File: src/rtl/mmcm_lock_supervisor_if.sv
// ---------------------------------------------------------------------------
// mmcm_lock_supervisor_if
//   Bundles the MMCM supervisor's status and control signals so the
//   supervisor and its environment connect through one port.
//
//   Signals
//     locked_async   MMCM LOCKED, asynchronous to the supervisor clock
//     retry_req      one-cycle pulse, restarts the sequence from FAIL
//     clr_stats      one-cycle pulse, clears lock_loss_cnt
//     mmcm_rst       MMCM RST drive
//     sys_rst        system reset request, active-high
//     lock_ok        high while the clock is qualified and running
//     fail           sticky failure flag
//     retry_cnt      consecutive lock timeouts in the current sequence
//     lock_loss_cnt  saturating count of lock losses while running
//
//   Modports
//     master  environment side: drives the inputs, observes the status
//     slave   supervisor side
// ---------------------------------------------------------------------------
interface mmcm_lock_supervisor_if;
   logic       locked_async;
   logic       retry_req;
   logic       clr_stats;
   logic       mmcm_rst;
   logic       sys_rst;
   logic       lock_ok;
   logic       fail;
   logic [3:0] retry_cnt;
   logic [7:0] lock_loss_cnt;

   modport master (
      output locked_async,
      output retry_req,
      output clr_stats,
      input  mmcm_rst,
      input  sys_rst,
      input  lock_ok,
      input  fail,
      input  retry_cnt,
      input  lock_loss_cnt
   );

   modport slave (
      input  locked_async,
      input  retry_req,
      input  clr_stats,
      output mmcm_rst,
      output sys_rst,
      output lock_ok,
      output fail,
      output retry_cnt,
      output lock_loss_cnt
   );
endinterface

File: src/rtl/mmcm_lock_supervisor.sv
// ---------------------------------------------------------------------------
// mmcm_lock_supervisor
//   Brings the MMCM up and keeps it honest. Each attempt pulses the MMCM
//   reset, waits for LOCKED, requires LOCKED to stay high for a qualification
//   window and only then releases sys_rst to the downstream reset
//   synchronisers. A lock loss while running re-arms the whole sequence; a
//   lock timeout retries, and after MAX_RETRY consecutive timeouts the block
//   parks in a sticky FAIL state until retry_req or rst_in.
//
//   Ports
//     clk_in   free-running input clock (never sourced from the MMCM)
//     rst_in   asynchronous, active-high reset
//     bus      mmcm_lock_supervisor_if.slave, see the interface for signals
//
//   Parameters
//     RST_PULSE_CYC     cycles mmcm_rst is held per attempt (>=1)
//     LOCK_TIMEOUT_CYC  cycles allowed waiting for LOCKED (<=2**CNT_W)
//     STABLE_CYC        consecutive locked cycles before release (>=1)
//     MAX_RETRY         consecutive timeouts before FAIL (1..15)
//     CNT_W             width of the shared cycle counter
// ---------------------------------------------------------------------------
module mmcm_lock_supervisor #(
   parameter int RST_PULSE_CYC    = 16,
   parameter int LOCK_TIMEOUT_CYC = 65535,
   parameter int STABLE_CYC       = 200,
   parameter int MAX_RETRY        = 7,
   parameter int CNT_W            = 16
) (
   input  logic                   clk_in,
   input  logic                   rst_in,
   mmcm_lock_supervisor_if.slave  bus
);

   // Terminal counts of the shared counter, one per timed state.
   localparam logic [CNT_W-1:0] RST_LAST     = CNT_W'(RST_PULSE_CYC - 1);
   localparam logic [CNT_W-1:0] TIMEOUT_LAST = CNT_W'(LOCK_TIMEOUT_CYC - 1);
   localparam logic [CNT_W-1:0] STABLE_LAST  = CNT_W'(STABLE_CYC - 1);
   localparam logic [3:0]       RETRY_LIMIT  = 4'(MAX_RETRY);
   localparam logic [CNT_W-1:0] CNT_ONE      = CNT_W'(1);

   typedef enum logic [2:0] {
      ST_RST       = 3'd0,
      ST_WAIT_LOCK = 3'd1,
      ST_STABLE    = 3'd2,
      ST_RUN       = 3'd3,
      ST_FAIL      = 3'd4
   } state_t;

   state_t           state_reg,     state_next;
   logic [CNT_W-1:0] cnt_reg,       cnt_next;
   logic             mmcm_rst_reg,  mmcm_rst_next;
   logic             sys_rst_reg,   sys_rst_next;
   logic             lock_ok_reg,   lock_ok_next;
   logic             fail_reg,      fail_next;
   logic [3:0]       retry_cnt_reg, retry_cnt_next;
   logic [7:0]       loss_cnt_reg,  loss_cnt_next;

   // LOCKED synchroniser: sync_reg[0] may go metastable, only sync_reg[1]
   // (locked_s) is ever looked at by the control logic.
   logic [1:0] sync_reg;
   logic       locked_s;

   assign locked_s = sync_reg[1];

   always_ff @(posedge clk_in or posedge rst_in) begin
      if (rst_in) begin
         sync_reg <= 2'b00;
      end else begin
         sync_reg <= {sync_reg[0], bus.locked_async};
      end
   end

   // ------------------------------------------------------------------
   // State and output registers
   // ------------------------------------------------------------------
   always_ff @(posedge clk_in or posedge rst_in) begin
      if (rst_in) begin
         state_reg     <= ST_RST;
         cnt_reg       <= '0;
         mmcm_rst_reg  <= 1'b1;
         sys_rst_reg   <= 1'b1;
         lock_ok_reg   <= 1'b0;
         fail_reg      <= 1'b0;
         retry_cnt_reg <= 4'd0;
         loss_cnt_reg  <= 8'd0;
      end else begin
         state_reg     <= state_next;
         cnt_reg       <= cnt_next;
         mmcm_rst_reg  <= mmcm_rst_next;
         sys_rst_reg   <= sys_rst_next;
         lock_ok_reg   <= lock_ok_next;
         fail_reg      <= fail_next;
         retry_cnt_reg <= retry_cnt_next;
         loss_cnt_reg  <= loss_cnt_next;
      end
   end

   // ------------------------------------------------------------------
   // Next-state and next-output logic
   // ------------------------------------------------------------------
   logic [3:0] retry_inc;
   logic [7:0] loss_inc;

   assign retry_inc = retry_cnt_reg + 4'd1;
   // Saturating increment of the lock-loss statistic.
   assign loss_inc  = (loss_cnt_reg == 8'hff) ? 8'hff : loss_cnt_reg + 8'd1;

   always_comb begin
      state_next     = state_reg;
      cnt_next       = cnt_reg + CNT_ONE;
      mmcm_rst_next  = mmcm_rst_reg;
      sys_rst_next   = sys_rst_reg;
      lock_ok_next   = lock_ok_reg;
      fail_next      = fail_reg;
      retry_cnt_next = retry_cnt_reg;
      // A lone clear takes effect here; a lock loss in the same cycle
      // overrides it below so the loss that just happened is still counted.
      loss_cnt_next  = bus.clr_stats ? 8'd0 : loss_cnt_reg;

      case (state_reg)
         ST_RST: begin
            if (cnt_reg == RST_LAST) begin
               state_next    = ST_WAIT_LOCK;
               cnt_next      = '0;
               mmcm_rst_next = 1'b0;
            end
         end

         ST_WAIT_LOCK: begin
            if (locked_s) begin
               state_next = ST_STABLE;
               cnt_next   = '0;
            end else if (cnt_reg == TIMEOUT_LAST) begin
               cnt_next       = '0;
               retry_cnt_next = retry_inc;
               mmcm_rst_next  = 1'b1;
               if (retry_inc == RETRY_LIMIT) begin
                  state_next = ST_FAIL;
                  fail_next  = 1'b1;
               end else begin
                  state_next = ST_RST;
               end
            end
         end

         ST_STABLE: begin
            // A dropout while qualifying is treated as a glitch: go back to
            // waiting with a fresh timeout but keep the retry history.
            if (!locked_s) begin
               state_next = ST_WAIT_LOCK;
               cnt_next   = '0;
            end else if (cnt_reg == STABLE_LAST) begin
               state_next     = ST_RUN;
               cnt_next       = '0;
               sys_rst_next   = 1'b0;
               lock_ok_next   = 1'b1;
               retry_cnt_next = 4'd0;
            end
         end

         ST_RUN: begin
            cnt_next = cnt_reg;
            if (!locked_s) begin
               // sys_rst and mmcm_rst assert together on the same edge.
               state_next    = ST_RST;
               cnt_next      = '0;
               sys_rst_next  = 1'b1;
               mmcm_rst_next = 1'b1;
               lock_ok_next  = 1'b0;
               loss_cnt_next = bus.clr_stats ? 8'd1 : loss_inc;
            end
         end

         ST_FAIL: begin
            cnt_next = cnt_reg;
            if (bus.retry_req) begin
               state_next     = ST_RST;
               cnt_next       = '0;
               retry_cnt_next = 4'd0;
               fail_next      = 1'b0;
            end
         end

         default: begin
            // Unreachable encodings recover through a full reset attempt.
            state_next     = ST_RST;
            cnt_next       = '0;
            mmcm_rst_next  = 1'b1;
            sys_rst_next   = 1'b1;
            lock_ok_next   = 1'b0;
            fail_next      = 1'b0;
         end
      endcase
   end

   assign bus.mmcm_rst      = mmcm_rst_reg;
   assign bus.sys_rst       = sys_rst_reg;
   assign bus.lock_ok       = lock_ok_reg;
   assign bus.fail          = fail_reg;
   assign bus.retry_cnt     = retry_cnt_reg;
   assign bus.lock_loss_cnt = loss_cnt_reg;

endmodule

File: src/flat_wrapper.sv
// flat-port wrapper written by rule: the top's interface ports become plain ports
module mmcm_lock_supervisor_flat 
#(
   parameter int RST_PULSE_CYC    = 16,
   parameter int LOCK_TIMEOUT_CYC = 65535,
   parameter int STABLE_CYC       = 200,
   parameter int MAX_RETRY        = 7,
   parameter int CNT_W            = 16
)
  (clk_in, rst_in, bus_locked_async, bus_retry_req, bus_clr_stats, bus_mmcm_rst, bus_sys_rst, bus_lock_ok, bus_fail, bus_retry_cnt, bus_lock_loss_cnt);
  mmcm_lock_supervisor_if bus_i ();
  input  logic clk_in;
  input  logic rst_in;
  input wire logic [$bits(bus_i.locked_async)-1:0] bus_locked_async;
  input wire logic [$bits(bus_i.retry_req)-1:0] bus_retry_req;
  input wire logic [$bits(bus_i.clr_stats)-1:0] bus_clr_stats;
  output wire logic [$bits(bus_i.mmcm_rst)-1:0] bus_mmcm_rst;
  output wire logic [$bits(bus_i.sys_rst)-1:0] bus_sys_rst;
  output wire logic [$bits(bus_i.lock_ok)-1:0] bus_lock_ok;
  output wire logic [$bits(bus_i.fail)-1:0] bus_fail;
  output wire logic [$bits(bus_i.retry_cnt)-1:0] bus_retry_cnt;
  output wire logic [$bits(bus_i.lock_loss_cnt)-1:0] bus_lock_loss_cnt;
  assign bus_i.locked_async = bus_locked_async;
  assign bus_i.retry_req = bus_retry_req;
  assign bus_i.clr_stats = bus_clr_stats;
  assign bus_mmcm_rst = bus_i.mmcm_rst;
  assign bus_sys_rst = bus_i.sys_rst;
  assign bus_lock_ok = bus_i.lock_ok;
  assign bus_fail = bus_i.fail;
  assign bus_retry_cnt = bus_i.retry_cnt;
  assign bus_lock_loss_cnt = bus_i.lock_loss_cnt;
  mmcm_lock_supervisor #(.RST_PULSE_CYC(RST_PULSE_CYC), .LOCK_TIMEOUT_CYC(LOCK_TIMEOUT_CYC), .STABLE_CYC(STABLE_CYC), .MAX_RETRY(MAX_RETRY), .CNT_W(CNT_W)) u_core (.clk_in(clk_in), .rst_in(rst_in), .bus(bus_i));
endmodule
File: config.mk
export PLATFORM = sky130hd
export DESIGN_NAME = mmcm_lock_supervisor_flat
export DESIGN_NICKNAME = d
export VERILOG_FILES = /design/src/rtl/mmcm_lock_supervisor_if.sv /design/src/rtl/mmcm_lock_supervisor.sv /design/src/flat_wrapper.sv
export SDC_FILE = /design/constraint.sdc
export NUM_CORES = 1
export LEC_CHECK = 0
export CORE_MARGIN = 2
export CORE_UTILIZATION = 57
export DETAILED_ROUTE_END_ITERATION = 10
export GPL_ROUTABILITY_DRIVEN = 0
export PLACE_DENSITY = 0.87
export SLEW_MARGIN = 40
export SYNTH_ARGS = -nofsm -noshare
export SYNTH_HDL_FRONTEND = slang
export SYNTH_SLANG_ARGS = --single-unit
File: constraint.sdc
create_clock -name clk_in -period 2.5 [get_ports clk_in]
set_input_delay 0.5 -clock clk_in [delete_from_list [all_inputs] [get_ports clk_in]]
set_output_delay 0.5 -clock clk_in [all_outputs]
set_load 0.01 [all_outputs]
# Word level (Yosys, flattened, before mapping)
# Cells that the tools add are included.
[word_totals]
ff_bits = 37
inputBits = 5
wordCells = 90
[op_classes]
addsub = 3
eq_ne = 19
muxes = 45
n_bitwise = 3
n_reduce_logical = 11
[ops]
columns = ["operator", "n"]
rows = [
  ["two-way mux 16 bit", 7],
  ["case mux 16 bit (5 select lines)", 1],
  ["two-way mux 8 bit", 5],
  ["two-way mux 3 bit", 8],
  ["two-way mux 4 bit", 5],
  ["adder 16 x 1 -> 16 bit (second input constant)", 1],
  ["equality test 16 bit (second input constant)", 1],
  ["equality test 16 x 4 -> 1 bit (second input constant)", 1],
  ["equality test 16 x 8 -> 1 bit (second input constant)", 1],
  ["case mux 3 bit (5 select lines)", 1],
  ["AND reduction 5 bit", 3],
  ["two-way mux 1 bit", 13],
  ["case mux 4 bit (3 select lines)", 1],
  ["inequality test 2 x 1 -> 1 bit (second input constant)", 5],
  ["case mux 1 bit (3 select lines)", 3],
  ["adder 8 x 1 -> 8 bit (second input constant)", 1],
  ["equality test 8 bit (second input constant)", 1],
  ["equality test 3 x 2 -> 1 bit (second input constant)", 2],
  ["inequality test 2 bit (second input constant)", 3],
  ["AND reduction 6 bit", 1],
  ["OR reduction 3 bit", 2],
  ["adder 4 x 1 -> 4 bit (second input constant)", 1],
  ["equality test 4 x 3 -> 1 bit (second input constant)", 1],
  ["case mux 1 bit (4 select lines)", 1],
  ["other kinds (10)", 12],
]

# Logic depth before layout (Yosys ltp)
# Gate-level depths: netlist of the first run.
[logic_depth]
depth_word = 6
mapped_depth = 8
ltp_nobuf = 7

# Least setup slack after synthesis of the first run
# Ideal clock, no wire load.
[synth_path]
kind = "flip-flop to flip-flop"
from = "reg u_core.cnt_reg[0]"
to = "reg u_core.state_reg[0]"
setup_ns = 0.095
t_arrival_ns = 1.830
t_required_ns = 2.405
slack_ns = 0.574
stages_incl_launch_ff = 8
path_buffers = 1
path_cell_list = "dfrtp_1 ha_1 nor4bb_1 and4_1 nor2b_1 clkbuf_1 or2_4 o31ai_1"
[synth_via]
elab_chain_cells = 3
[synth_lines]
columns = ["element", "line_no", "text"]
rows = [
  ["start, declared", "mmcm_lock_supervisor.sv:50", "logic [CNT_W-1:0] cnt_reg, cnt_next;"],
  ["start signal, assigned", "mmcm_lock_supervisor.sv:88", "cnt_reg <= cnt_next;"],
  ["equality test 16 x 8 -> 1 bit, or another cell as far along", "mmcm_lock_supervisor.sv:152", "end else if (cnt_reg == STABLE_LAST) begin"],
  ["inequality test 3 bit (no line), or another cell as far along", "--", ""],
  ["AND reduction 5 bit (no line) *", "--", ""],
  ["end signal, assigned", "mmcm_lock_supervisor.sv:87", "state_reg <= state_next;"],
  ["end, declared", "mmcm_lock_supervisor.sv:49", "state_t state_reg, state_next;"],
]
# Mark *: on every way between the ends. The rest lies on a longest branch, timed or not.
# A chain may end at the register's enable or synchronous reset.

# Worst setup path in the final report of the first run
[layout_path]
from = "reg u_core.cnt_reg[0]"
to = "reg u_core.cnt_reg[2]"
[layout_via]
elab_chain_cells = 4
[layout_lines]
columns = ["element", "line_no", "text"]
rows = [
  ["adder 16 x 1 -> 16 bit, or another cell as far along", "mmcm_lock_supervisor.sv:110", "cnt_next = cnt_reg + CNT_ONE;"],
  ["two-way mux 16 bit, on equally long branches", "mmcm_lock_supervisor.sv:152, mmcm_lock_supervisor.sv:133", ""],
  ["two-way mux 16 bit, on equally long branches", "mmcm_lock_supervisor.sv:149, mmcm_lock_supervisor.sv:130", ""],
  ["case mux 16 bit (5 select lines) *", "mmcm_lock_supervisor.sv:120", "case (state_reg)"],
]
# Marked as above.

==> run summary, run 1 <==
Synth Cell Area - 2180 sq um
critical path class - reg -> reg
cts hold-fix bufs - 0
Initial Util - 59.5%
Area after DPL - 2460 sq um
# diodes - 0
max-slew violations - 0
period utilization - 83.7%
vias in the first global route - 1,803
RSZ-0062 raised after global routing - no
routed wire length per instance - 14.9 um
hold_ws - 0.353 ns
Power Dens Cells - 775 nW/um^2
Worst setup SP type - register
Highest Clock Rate - 478 MHz
Synth Area in XOR/XNOR - 1.61%
initial antenna violation count - 0
Synth Warn # - 0
Clock Path Buffers - 2
DRT iter0 DRCs - 196
nets - 279
Arr. time, crit path - 2.26 ns
Setup Skew - 0.00459 ns
Final setup viols - 0
fin area - 2550 sq um
DRC viols - 0
Routed Antenna Nets - 0
class of the worst hold path - reg -> reg
Slew headroom - 63.2%
post-synth top area cell - dfrtp_1
area share of the largest cell type after synthesis - 40.2%
Static Leak - 1.08 nW
Post-Syn Nets - 253
vias - 1,948
Core Box Area - 3660 sq um
share of layout cells above drive strength 1 - 11.1%
Vias per Instance - 6.13
EDFF count, synth - 0
Top-Level Pins - 21
post-synthesis compound-gate area fraction - 20.1%
clk_lat worst skew - 0.29 ns
prevailing post-synth register cell - dfrtp_1
required time worst endpoint - 2.66 ns
Max FO, Critical Path - 6
fin util - 69.6%
Die X - 65.8 um
# Max-Cap Violations - 0
ranking of synthesized cells by area - dfrtp_1 40%, o21ai_0 5.3%, nand3_1 3.7%, nor2_1 3.6%, ha_1 2.9%
Total Wirelength - 4740 um
largest net degree at the start of global routing - 38
gr ovfl total - 0
max reg flops - 16
CTS tree - built
CTS Buf Count - 5
Least-Margin Pin Slew - 0.548 ns
CTS clk-pin slew, worst paths - 0.07 ns
endpoints failing hold - 0
TNS Setup - 0 ns
clock root cell - clkbuf_8
die footprint - 4330 sq um
post-synthesis simple-gate area fraction - 28.7%
Setup Buffers After CTS - 0
Async S/R FF share, synth - 100%
I/O Buffers - 20
syn_area_per_cell - 8.96 sq um
pre-CTS WS - 0.272 ns
die extent in y - 65.8 um
Core Rows - 22
Fillers - 297
drt pass-1 iters - 4
min Tclk post-route - 2.09 ns
worst vdd ir - 674 uV
synthesis-to-finish area growth - 16.9%
post-CTS sizing - 0
mux contribution to synthesized area - 0.460%
Netlist cell types - 57
setup ws final - 0.407 ns
clock sinks - 37
first-pass GRT wire length - 8350 um
post-synthesis adder-cell area fraction - 2.87%
Clock H-tree levels - 2
crit end category - register
Mapped Cells - 243
register bit count reported by yosys - 37
placed wire-length estimate - 3450 um
Global Route Usage Sum - 24.9%
main combinational cell family by area after synthesis - simple AND/OR/NAND/NOR gates
register area share after synthesis - 42.6%
status - finished, final reports clean
[stage by stage]
stage | total power (W) | std cells
after global routing | 0.00210 | 318
after floorplan | 0.00131 | 243
after global placement | 0.00155 | 310
after detailed placement | 0.00157 | 310
final | 0.00197 | 318
after CTS | 0.00198 | 318
[cell type report]
type | count | area [sq um] | share of cell area (%)
Multi-Input combinational cell | 187 | 1170 | 46.0
Sequential cell | 37 | 928 | 36.4
Timing Repair Buffer | 30 | 275 | 10.8
Clock buffer | 6 | 72.6 | 2.85
Tap cell | 48 | 60.1 | 2.36
Inverter | 8 | 30.0 | 1.18
Clock inverter | 2 | 10.0 | 0.393
[metal layers]
metal	vias to the layer above	track usage (%)	routed length, um
li1	963	-	-
met1	929	34.5	2220
met2	52	38.8	2270
met3	4	5.45	206
met4	0	8.07	42
met5	-	0	0
[cell usage in the layout, fill, tap and decap left out, drive strengths merged, types with 2 or more instances in the layout]
cell type / instances
a211oi: 3
a21o: 2
a21oi: 11
a31oi: 4
and3: 3
buf: 10
clkbuf: 6
clkdlybuf4s50: 20
clkinv: 2
dfrtp: 35
dfstp: 2
ha: 5
inv: 8
nand2: 15
nand2b: 3
nand3: 16
nand4: 10
nor2: 22
nor2b: 6
nor3: 13
nor4: 7
o21a: 4
o21ai: 25
o22ai: 3
o2bb2ai: 4
o31ai: 2
o32ai: 2
or2: 2
or3: 3
xnor2: 2
xor2: 2
[report_power, final]
part / internal [W] / switching, W / leakage, nW
Sequential: 0.000683 / 0.0000979 / 0.495
Clock: 0.000193 / 0.000211 / 0.0450
Combinational: 0.000344 / 0.000445 / 0.537
[kinds of logic (layout without fill, tap and decap cells)]
kind of cell | Yosys count | after routing
buffers and inverters | 19 | 46
DFF | 37 | 37
and+or+nand+nor | 110 | 110
AOI/OAI and AO/OA | 67 | 67
muxes | 1 | 1
xor gates and xnor gates | 4 | 4
adders and majority gates | 5 | 5
[critical path, stage by stage, from the launching register on]
cell and delay, ns:
dfrtp_1 0.42, ha_1 0.23, nor4bb_1 0.35, and4_1 0.31, nor2b_1 0.13, nor3_2 0.25
buf_4 0.18, o32ai_1 0.09
[cells in the mapped netlist, types with 2 or more instances]
library cell / instances
o21a_1: 4
a21o_1: 2
dfstp_2: 2
o32ai_1: 2
a211oi_1: 2
o2bb2ai_1: 3
nand2b_1: 3
xor2_1: 2
nor2b_1: 6
a31oi_1: 4
nor2_1: 21
nor4_1: 6
nand4_1: 9
o22ai_1: 3
buf_2: 3
inv_1: 8
o31ai_1: 2
o21ai_0: 23
or3_1: 3
and3_1: 3
clkbuf_1: 7
nand2_1: 15
nor3_1: 12
ha_1: 5
dfrtp_1: 35
nand3_1: 16
a21oi_1: 11
xnor2_1: 2
[worst paths after layout]
check | cells past startpoint | from | endpoint | slack [ns]
hold / removal | 0 | u_core.sync_reg[0] | u_core.sync_reg[1] | 0.35
hold reg to reg | 0 | u_core.sync_reg[0] | u_core.sync_reg[1] | 0.35
max in group asynchronous | 3 | rst_in | u_core.bus.sys_rst | 1.55
setup reg to reg | 7 | u_core.cnt_reg[0] | u_core.cnt_reg[2] | 0.41
min in group asynchronous | 3 | rst_in | u_core.bus.lock_loss_cnt[2] | 0.61
setup / recovery | 7 | u_core.cnt_reg[0] | u_core.cnt_reg[2] | 0.41
Power figures use the tool's default switching activity.
==> run 2, diff against run 1 <==
==> constraint.sdc (replaced) <==
create_clock -name clk_in -period 2.2 [get_ports clk_in]
set_input_delay 0.44 -clock clk_in [delete_from_list [all_inputs] [get_ports clk_in]]
set_output_delay 0.44 -clock clk_in [all_outputs]
set_load 0.01 [all_outputs]
==> run summary, run 2 (synthesis gave the netlist of run 1 again) <==
status - finished, final reports clean
Power Dens Cells - 920 nW/um^2
min Tclk post-route - 2.09 ns
routing usage on met3 - 4.60%
GR peak layer - met2
clock root cell - clkbuf_8
clk_lat worst skew - 0.29 ns
routed wire length per instance - 15.5 um
Core Box Area - 3660 sq um
vias in the first global route - 1,837
fin area - 2630 sq um
period utilization - 95.2%
share of layout cells above drive strength 1 - 13.5%
Finished Layout Cells - 323
Initial Util - 59.5%
Clock H-tree levels - 2
Worst setup SP type - register
Arr. time, crit path - 2.26 ns
worst vdd ir - 603 uV
RSZ-0062 raised after global routing - no
initial antenna violation count - 0
crit end category - register
Area after DPL - 2500 sq um
TNS Setup - 0 ns
DRT iter0 DRCs - 177
Routed Antenna Nets - 0
area occupied by registers - 928 sq um
Top-Level Pins - 21
Slew headroom - 57.5%
dpl cells - 315
Least-Margin Pin Slew - 0.632 ns
nets - 284
critical-path cell list - nor4_1 -> nand4_1 -> o2bb2ai_2 -> nor3_2 -> buf_4 -> o21ai_0
class of the worst hold path - reg -> reg
Fillers - 280
synthesis-to-finish area growth - 20.7%
Vias per Instance - 6.14
Global Route Usage Sum - 25.1%
critical path class - reg -> reg
post-CTS sizing - 0
Highest Clock Rate - 478 MHz
Final setup viols - 0
commonest non-fill, non-tap cells in the layout - 35 x dfrtp_1, 23 x o21ai_0, 21 x nor2_1
Clock Path Buffers - 2
Tot Pwr - 0.00242 W
met1 usage - 35.6%
Total Wirelength - 5000 um
die extent in y - 65.8 um
placed wire-length estimate - 3480 um
area of the multi-input gates - 1180 sq um
Die X - 65.8 um
vias - 1,983
drt pass-1 iters - 4
endpoints failing hold - 0
max-slew violations - 0
die footprint - 4330 sq um
largest net degree at the start of global routing - 38
Max FO, Critical Path - 12
max reg flops - 16
# diodes - 0
CTS tree - built
DRC viols - 0
most common cell after layout, fill and taps aside - dfrtp_1
clock sinks - 37
I/O Buffers - 20
kind of cell adding the most delay to the critical path - simple AND/OR/NAND/NOR gates
Core Rows - 22
GR Util met2 - 38.6%
Setup Skew - 0.00605 ns
CTS Buf Count - 5
required time worst endpoint - 2.37 ns
highest-delay cell along the critical path - nor4_1
gr ovfl total - 0
Static Leak - 1.11 nW
Setup Buffers After CTS - 0
first-pass GRT wire length - 8400 um
max incr delay on CP - 0.56 ns
# Max-Cap Violations - 0
worst path bufs/invs - 1
cts hold-fix bufs - 0
CTS clk-pin slew, worst paths - 0.08 ns
run 2: changes by cell type in the layout (fill, tap and decap cells not counted), sizes merged:
cell / previous run / this run
clkinv: 2 / 0
bufinv: 0 / 1
buf: 10 / 15
clkinvlp: 0 / 1
run 2: power breakdown:
part	leakage (nW)	internal, W	switching (W)
logic	0.562	0.000408	0.000498
registers	0.495	0.000776	0.000116
clock network	0.0574	0.000369	0.000251
run 2: path summary, 6_finish.rpt:
| path | start | to | slack, ns | cells past startpoint |
|---|---|---|---|---|
| max in group asynchronous | rst_in | u_core.bus.sys_rst | 1.30 | 3 |
| worst max-delay path | u_core.cnt_reg[12] | u_core.cnt_reg[12] | 0.11 | 6 |
| worst max register to register | u_core.cnt_reg[12] | u_core.cnt_reg[12] | 0.11 | 6 |
| min in group asynchronous | rst_in | u_core.sync_reg[0] | 0.55 | 3 |
| worst min register to register | u_core.sync_reg[0] | u_core.sync_reg[1] | 0.36 | 0 |
| worst min-delay path | u_core.sync_reg[0] | u_core.sync_reg[1] | 0.36 | 0 |
run 2: stage by stage:
| stage | utilization (%) | setup slack, ns | hold slack [ns] |
|---|---|---|---|
| 2_1_floorplan | - | 0.274 | 0.331 |
| 3_3_place_gp | 68.4 | 0.101 | 0.332 |
| 3_5_place_dp | 68.4 | 0.0237 | 0.347 |
| 4_1_cts | 71.6 | 0.0881 | 0.366 |
| 5_1_grt | 71.8 | 0.0517 | 0.373 |
| 6_report | 71.8 | 0.106 | 0.365 |
run 2: metal layers:
layer | share of wire, % | wire length (um)
met4 | 0.96 | 48
met5 | 0 | 0
met1 | 46 | 2310
met2 | 49 | 2440
met3 | 4.1 | 204
run 2: final cells by class:
cell class              instances  area share (%)
clock buffers                   6            3.14
clock inverters                 2            1.43
inverters                       8            1.14
multi-input cells             187            44.8
flip-flops and latches         37            35.3
well taps                      48            2.28
repair buffers                 35            11.9
